<file path="src/rtl/fetch_prefetch_queue.sv">
// Instruction-fetch front end: credit-controlled prefetch queue in front of the BRAM program port.
// Optional statistics counters are enabled by defining FETCH_PREFETCH_STATS_EN.
module fetch_prefetch_queue #(
    parameter int                    PC_WIDTH = 16,
    parameter int                    DEPTH    = 4,
    parameter logic [PC_WIDTH-1:0]   RESET_PC = '0
) (
    input  logic                     sysclk,
    input  logic                     rst,
    output logic                     imem_en,
    output logic [PC_WIDTH-3:0]      imem_addr,
    input  logic [31:0]              imem_rdata,
    input  logic                     redirect_valid,
    input  logic [PC_WIDTH-1:0]      redirect_pc,
    output logic                     instr_valid,
    input  logic                     instr_ready,
    output logic [31:0]              instr_out,
    output logic [PC_WIDTH-1:0]      pc_out,
    output logic [PC_WIDTH-1:0]      pc_plus4_out
`ifdef FETCH_PREFETCH_STATS_EN
    ,
    output logic [31:0]              stat_redirects,
    output logic [31:0]              stat_bubbles
`endif
);

    localparam int AW = (DEPTH > 1) ? $clog2(DEPTH) : 1;
    localparam int CW = AW + 1;
    localparam logic [CW-1:0]       DEPTH_C = CW'(DEPTH);
    localparam logic [31:0]         NOP     = 32'h0000_0013;
    localparam logic [PC_WIDTH-1:0] PC_STEP = PC_WIDTH'(4);

    logic [31:0]          r_q_instr [DEPTH];
    logic [PC_WIDTH-1:0]  r_q_pc    [DEPTH];
    logic [AW-1:0]        r_rd_ptr;
    logic [AW-1:0]        r_wr_ptr;
    logic [CW-1:0]        r_occ;
    logic                 r_inflight;
    logic [PC_WIDTH-1:0]  r_inflight_pc;
    logic [PC_WIDTH-1:0]  r_fetch_pc;

    logic                 w_head_valid;
    logic                 w_pop;
    logic                 w_push;
    logic [CW-1:0]        w_count;
    logic                 w_credit;
    logic [PC_WIDTH-1:0]  w_redir_pc;

    // Handshake: the head is consumed when instr_valid && instr_ready in a cycle
    // without redirect_valid; a redirect voids any pop in that same cycle.
    assign w_head_valid = (r_occ != '0);
    assign w_pop        = w_head_valid && instr_ready && !redirect_valid;
    assign w_push       = r_inflight && !redirect_valid;
    assign w_count      = r_occ + CW'(r_inflight);
    assign w_credit     = (w_count - CW'(w_pop)) < DEPTH_C;
    assign w_redir_pc   = redirect_pc & ~PC_WIDTH'(3);

    assign imem_en   = rst && (redirect_valid || w_credit);
    assign imem_addr = redirect_valid ? w_redir_pc[PC_WIDTH-1:2] : r_fetch_pc[PC_WIDTH-1:2];

    assign instr_valid  = w_head_valid;
    assign instr_out    = w_head_valid ? r_q_instr[r_rd_ptr] : NOP;
    assign pc_out       = w_head_valid ? r_q_pc[r_rd_ptr] : '0;
    assign pc_plus4_out = w_head_valid ? (r_q_pc[r_rd_ptr] + PC_STEP) : '0;

    always_ff @(posedge sysclk) begin
        if (!rst) begin
            r_rd_ptr      <= '0;
            r_wr_ptr      <= '0;
            r_occ         <= '0;
            r_inflight    <= 1'b0;
            r_inflight_pc <= '0;
            r_fetch_pc    <= RESET_PC;
        end else if (redirect_valid) begin
            // The redirect read is issued this cycle, so it is the only thing in flight afterwards.
            r_rd_ptr      <= '0;
            r_wr_ptr      <= '0;
            r_occ         <= '0;
            r_inflight    <= 1'b1;
            r_inflight_pc <= w_redir_pc;
            r_fetch_pc    <= w_redir_pc + PC_STEP;
        end else begin
            if (w_pop) begin
                r_rd_ptr <= r_rd_ptr + AW'(1);
            end
            if (w_push) begin
                r_wr_ptr <= r_wr_ptr + AW'(1);
            end
            r_occ      <= r_occ + CW'(w_push) - CW'(w_pop);
            r_inflight <= imem_en;
            if (imem_en) begin
                r_inflight_pc <= r_fetch_pc;
                r_fetch_pc    <= r_fetch_pc + PC_STEP;
            end
        end
    end

    // Credit accounting guarantees the tail slot is free and never the head being popped.
    always_ff @(posedge sysclk) begin
        if (rst && w_push) begin
            r_q_instr[r_wr_ptr] <= imem_rdata;
            r_q_pc[r_wr_ptr]    <= r_inflight_pc;
        end
    end

`ifdef FETCH_PREFETCH_STATS_EN
    logic [31:0] r_stat_redirects;
    logic [31:0] r_stat_bubbles;

    always_ff @(posedge sysclk) begin
        if (!rst) begin
            r_stat_redirects <= '0;
            r_stat_bubbles   <= '0;
        end else begin
            if (redirect_valid) begin
                r_stat_redirects <= r_stat_redirects + 32'd1;
            end
            if (!w_head_valid) begin
                r_stat_bubbles <= r_stat_bubbles + 32'd1;
            end
        end
    end

    assign stat_redirects = r_stat_redirects;
    assign stat_bubbles   = r_stat_bubbles;
`endif

endmodule

</file>
<file path="config.mk">
export PLATFORM = sky130hd
export DESIGN_NAME = fetch_prefetch_queue
export DESIGN_NICKNAME = d
export VERILOG_FILES = /design/src/rtl/fetch_prefetch_queue.sv
export SDC_FILE = /design/constraint.sdc
export NUM_CORES = 1
export LEC_CHECK = 0
export ABC_CLOCK_PERIOD_IN_PS = 4500
export BUFFER_PORTS_ARGS = -buffer_cell sky130_fd_sc_hd__buf_2
export CAP_MARGIN = 10
export CORE_MARGIN = 2
export CORE_UTILIZATION = 55
export DETAILED_ROUTE_END_ITERATION = 16
export GPL_TIMING_DRIVEN = 0
export PLACE_DENSITY = 0.77
export SLEW_MARGIN = 20
export SYNTH_ARGS = -nofsm -noshare
export SYNTH_HDL_FRONTEND = slang
export SYNTH_SLANG_ARGS = --single-unit
</file>
<file path="constraint.sdc">
create_clock -name sysclk -period 4.5 [get_ports sysclk]
set_input_delay 0.9 -clock sysclk [delete_from_list [all_inputs] [get_ports sysclk]]
set_output_delay 0.9 -clock sysclk [all_outputs]
set_load 0.02 [all_outputs]
</file>
==> flow_summary.json <==
{
  "hold_start": "r_fetch_pc[3]",
  "slew_violations": 0,
  "arrival_ps": 3370,
  "switchingPower_uw": 975.8,
  "wl_per_cell_um": 19.50,
  "period_share": 0.9488,
  "rsz0062_at_grt": "false",
  "ys_seq_area_frac": 0.6636,
  "fin_skew_ps": 13.43,
  "layout.nets": 797,
  "instances_no_fill": 972,
  "setup_violations": 0,
  "port_buffers": 123,
  "status": "complete, no violations",
  "endpoint_kind": "output port",
  "drc": 0,
  "multi_input_area_um2": 2988,
  "power_density_nw_per_um2": 393.1,
  "postRouteAntennaNets": 0,
  "ctsRootBufferMaster": "clkbuf_16",
  "comb_power_share": 0.076,
  "cts_num_sinks": 222,
  "placed_cells": 931,
  "grt_pass1_wl_um": 29690,
  "yosys.cell_count.top_type": "edfxtp_1",
  "hpwl_um": 12710,
  "synth_cell_type_count": 47,
  "syn-cell-area_um2": 9473,
  "slew_headroom": 0.5137,
  "initial_core_util": 0.5672,
  "grt_use_total": 0.2086,
  "drtIter0Drc": 385,
  "dr.pass1.iters": 5,
  "antenna_found_initial": 0,
  "clock_latency_ps": 500,
  "startpoint": "r_occ[0]",
  "ys_top_cells_by_area": "edfxtp_1 (58%), mux4_2 (9.3%), dfxtp_1 (8.0%)",
  "cts_max_path_buffers": 3,
  "ff2ff_setup_slack_ps": 1250,
  "hold_viol_final": 0,
  "rr_endpoint": "r_inflight_pc[12]",
  "die_w_um": 135.2,
  "synth-edff-count": 184,
  "drt-total-wl_um": 18960,
  "cts-buffers-inserted": 22,
  "maxClockFrequency_mhz": 234.2,
  "p_leak_uw": 0.003990,
  "clk_pin_slew_ps": 60,
  "critPathKind": "register to output port",
  "critPathLaunchType": "register",
  "globalplace.congestion": 0.8801,
  "sw_frac_of_total": 0.2233,
  "min_to": "r_fetch_pc[3]",
  "vias": 5637,
  "fin_setup_tns_ps": 0,
  "grt_pass1_vias": 5761,
  "synth_flop_cell": "edfxtp_1",
  "area_growth_pct": 17.38,
  "synth.top_cell.area_share": 0.5833,
  "period_needed_ps": 4270,
  "hp-class": "register to register",
  "row_count": 47,
  "holdPathStages": 2,
  "worstPathMaxFanout": 10,
  "worst-slew-pin-transition_ps": 729.5,
  "drive_gt1_frac": 0.3418,
  "cts_tree": "done",
  "crit_required_ps": 3600,
  "ys_seq_elements": 222,
  "h-tree-depth": 1,
  "r2r_cells": 11,
  "seqPwrFrac": 0.528,
  "p_clk_frac": 0.396,
  "nFillCells": 1181,
  "antenna_cells": 0,
  "ios": 132,
  "grt-ovfl-total": 0,
  "seq_area_um2": 6286,
  "vias_per_cell": 5.799,
  "p_int_uw": 3395,
  "yosys_warnings": 0,
  "synthCells": 585,
  "synth_common_cells": "edfxtp_1 (184), and2_1 (43), mux4_2 (39)",
  "maxCapViolCount": 0,
  "async_flop_share": 0,
  "reg2reg_from": "r_occ[0]",
  "synth.avg_cell_area_um2": 16.19,
  "design.core.area_um2": 16700,
  "ir_drop_mv": 0.2307,
  "yosysTopAreaCell": "edfxtp_1",
  "grt_max_degree": 47,
  "die_area_um2": 18290,
  "die_h_um": 135.2
}
[cells by family (layout without fill, tap and decap cells)]
kind of cell | Yosys count | count (layout) | synth area share
XOR/XNOR | 31 | 31 | 0.02945
AND/OR/NAND/NOR | 159 | 159 | 0.09734
multiplexers | 65 | 65 | 0.1339
buffers and inverters | 47 | 211 | 0.02562
adder cells (fa/ha/maj) | 9 | 9 | 0.01268
AO/OA/AOI/OAI | 51 | 51 | 0.03698
other | 1 | 4 | 0.0003959
flip-flops | 222 | 222 | 0.6636
[power by group through the flow]
stage	Sequential (µW)	Clock (µW)	Combinational [µW]
5_1_grt	2310	1830	361
3_5_place_dp	2350	0	329
4_1_cts	2310	1760	332
2_1_floorplan	2340	0	215
6_report	2310	1730	334
3_3_place_gp	2350	0	318
[cell type report]
type / count / area share
Sequential cell: 222 / 0.5653
Multi-Input combinational cell: 319 / 0.2687
Timing Repair Buffer: 125 / 0.05671
Clock buffer: 25 / 0.05232
Tap cell: 220 / 0.02476
Buffer: 35 / 0.01778
Clock inverter: 15 / 0.01035
Inverter: 11 / 0.004051
[critical path, cell delays in order (launching register included)]
cell        delay (ps)
dfxtp_1            390
nor3_4             550
clkinvlp_4         170
buf_4              190
nand2_1            140
or3_1              130
ha_1               250
a31oi_2            240
xnor2_1            110
buf_2              190
a21oi_1            280
buf_2              220
[worst max path at each step]
stage | to | slack, ps | depth (start not counted)
3_3_place_gp | imem_en | 90 | 11
5_1_grt | imem_en | 80 | 11
3_5_place_dp | imem_en | 80 | 11
6_report | imem_en | 230 | 11
2_1_floorplan | imem_en | 410 | 10
4_1_cts | imem_en | 50 | 10
[cell usage in the layout (no fill, tap or decap), types with 4 or more instances in the layout]
master	instances
xnor2_1	18
inv_1	10
and2_1	43
a21oi_1	27
mux4_1	7
clkinv_2	7
buf_4	8
o221a_2	7
nor2_1	23
edfxtp_1	184
conb_1	4
nand3_1	17
ha_1	8
mux4_2	39
clkbuf_16	22
or3_1	4
nand3b_1	9
nand2_1	12
clkbuf_1	17
mux2_2	13
dfxtp_1	38
buf_2	133
and3_1	4
xor2_1	12
and3_4	4
mux2i_1	6
nor3_1	26
o21ai_0	5
[routing by layer]
metal	vias up	share of wire	GRT usage
met1	2803	0.42	0.2783
met3	30	0.071	0.03330
met2	236	0.49	0.3582
met4	0	0.019	0.06134
li1	2568	-	-
met5	-	0	0
[per-stage QoR]
stage / total power (µW) / area [µm²] / worst slack, ps / hold slack, ps / utilization
detailed placement: 2680 / 10400 / 80.10 / 480.0 / 0.6224
global placement: 2664 / 10380 / 87.43 / 476.0 / 0.6212
finish: 4371 / 11120 / 230.4 / 491.9 / 0.6658
floorplan: 2553 / 9484 / 412.8 / 454.2 / -
global route: 4507 / 11120 / 84.77 / 531.0 / 0.6658
CTS: 4396 / 11100 / 47.73 / 495.5 / 0.6645
[timing repair]
item,4_1_cts,5_1_grt
hold buffers,0,0
resized for setup,1,2
buffers inserted,0,2
hold endpoints to repair,0,0
setup endpoints to repair,1,1
[registers in the layout, indices dropped and copies added (netlist names), named ones only]
register	flops
r_occ	3
r_fetch_pc	14
r_rd_ptr	2
r_inflight	1
r_q_instr	128
r_q_pc	56
r_wr_ptr	2
r_inflight_pc	14
No activity file was read; power rests on OpenSTA's default activity.
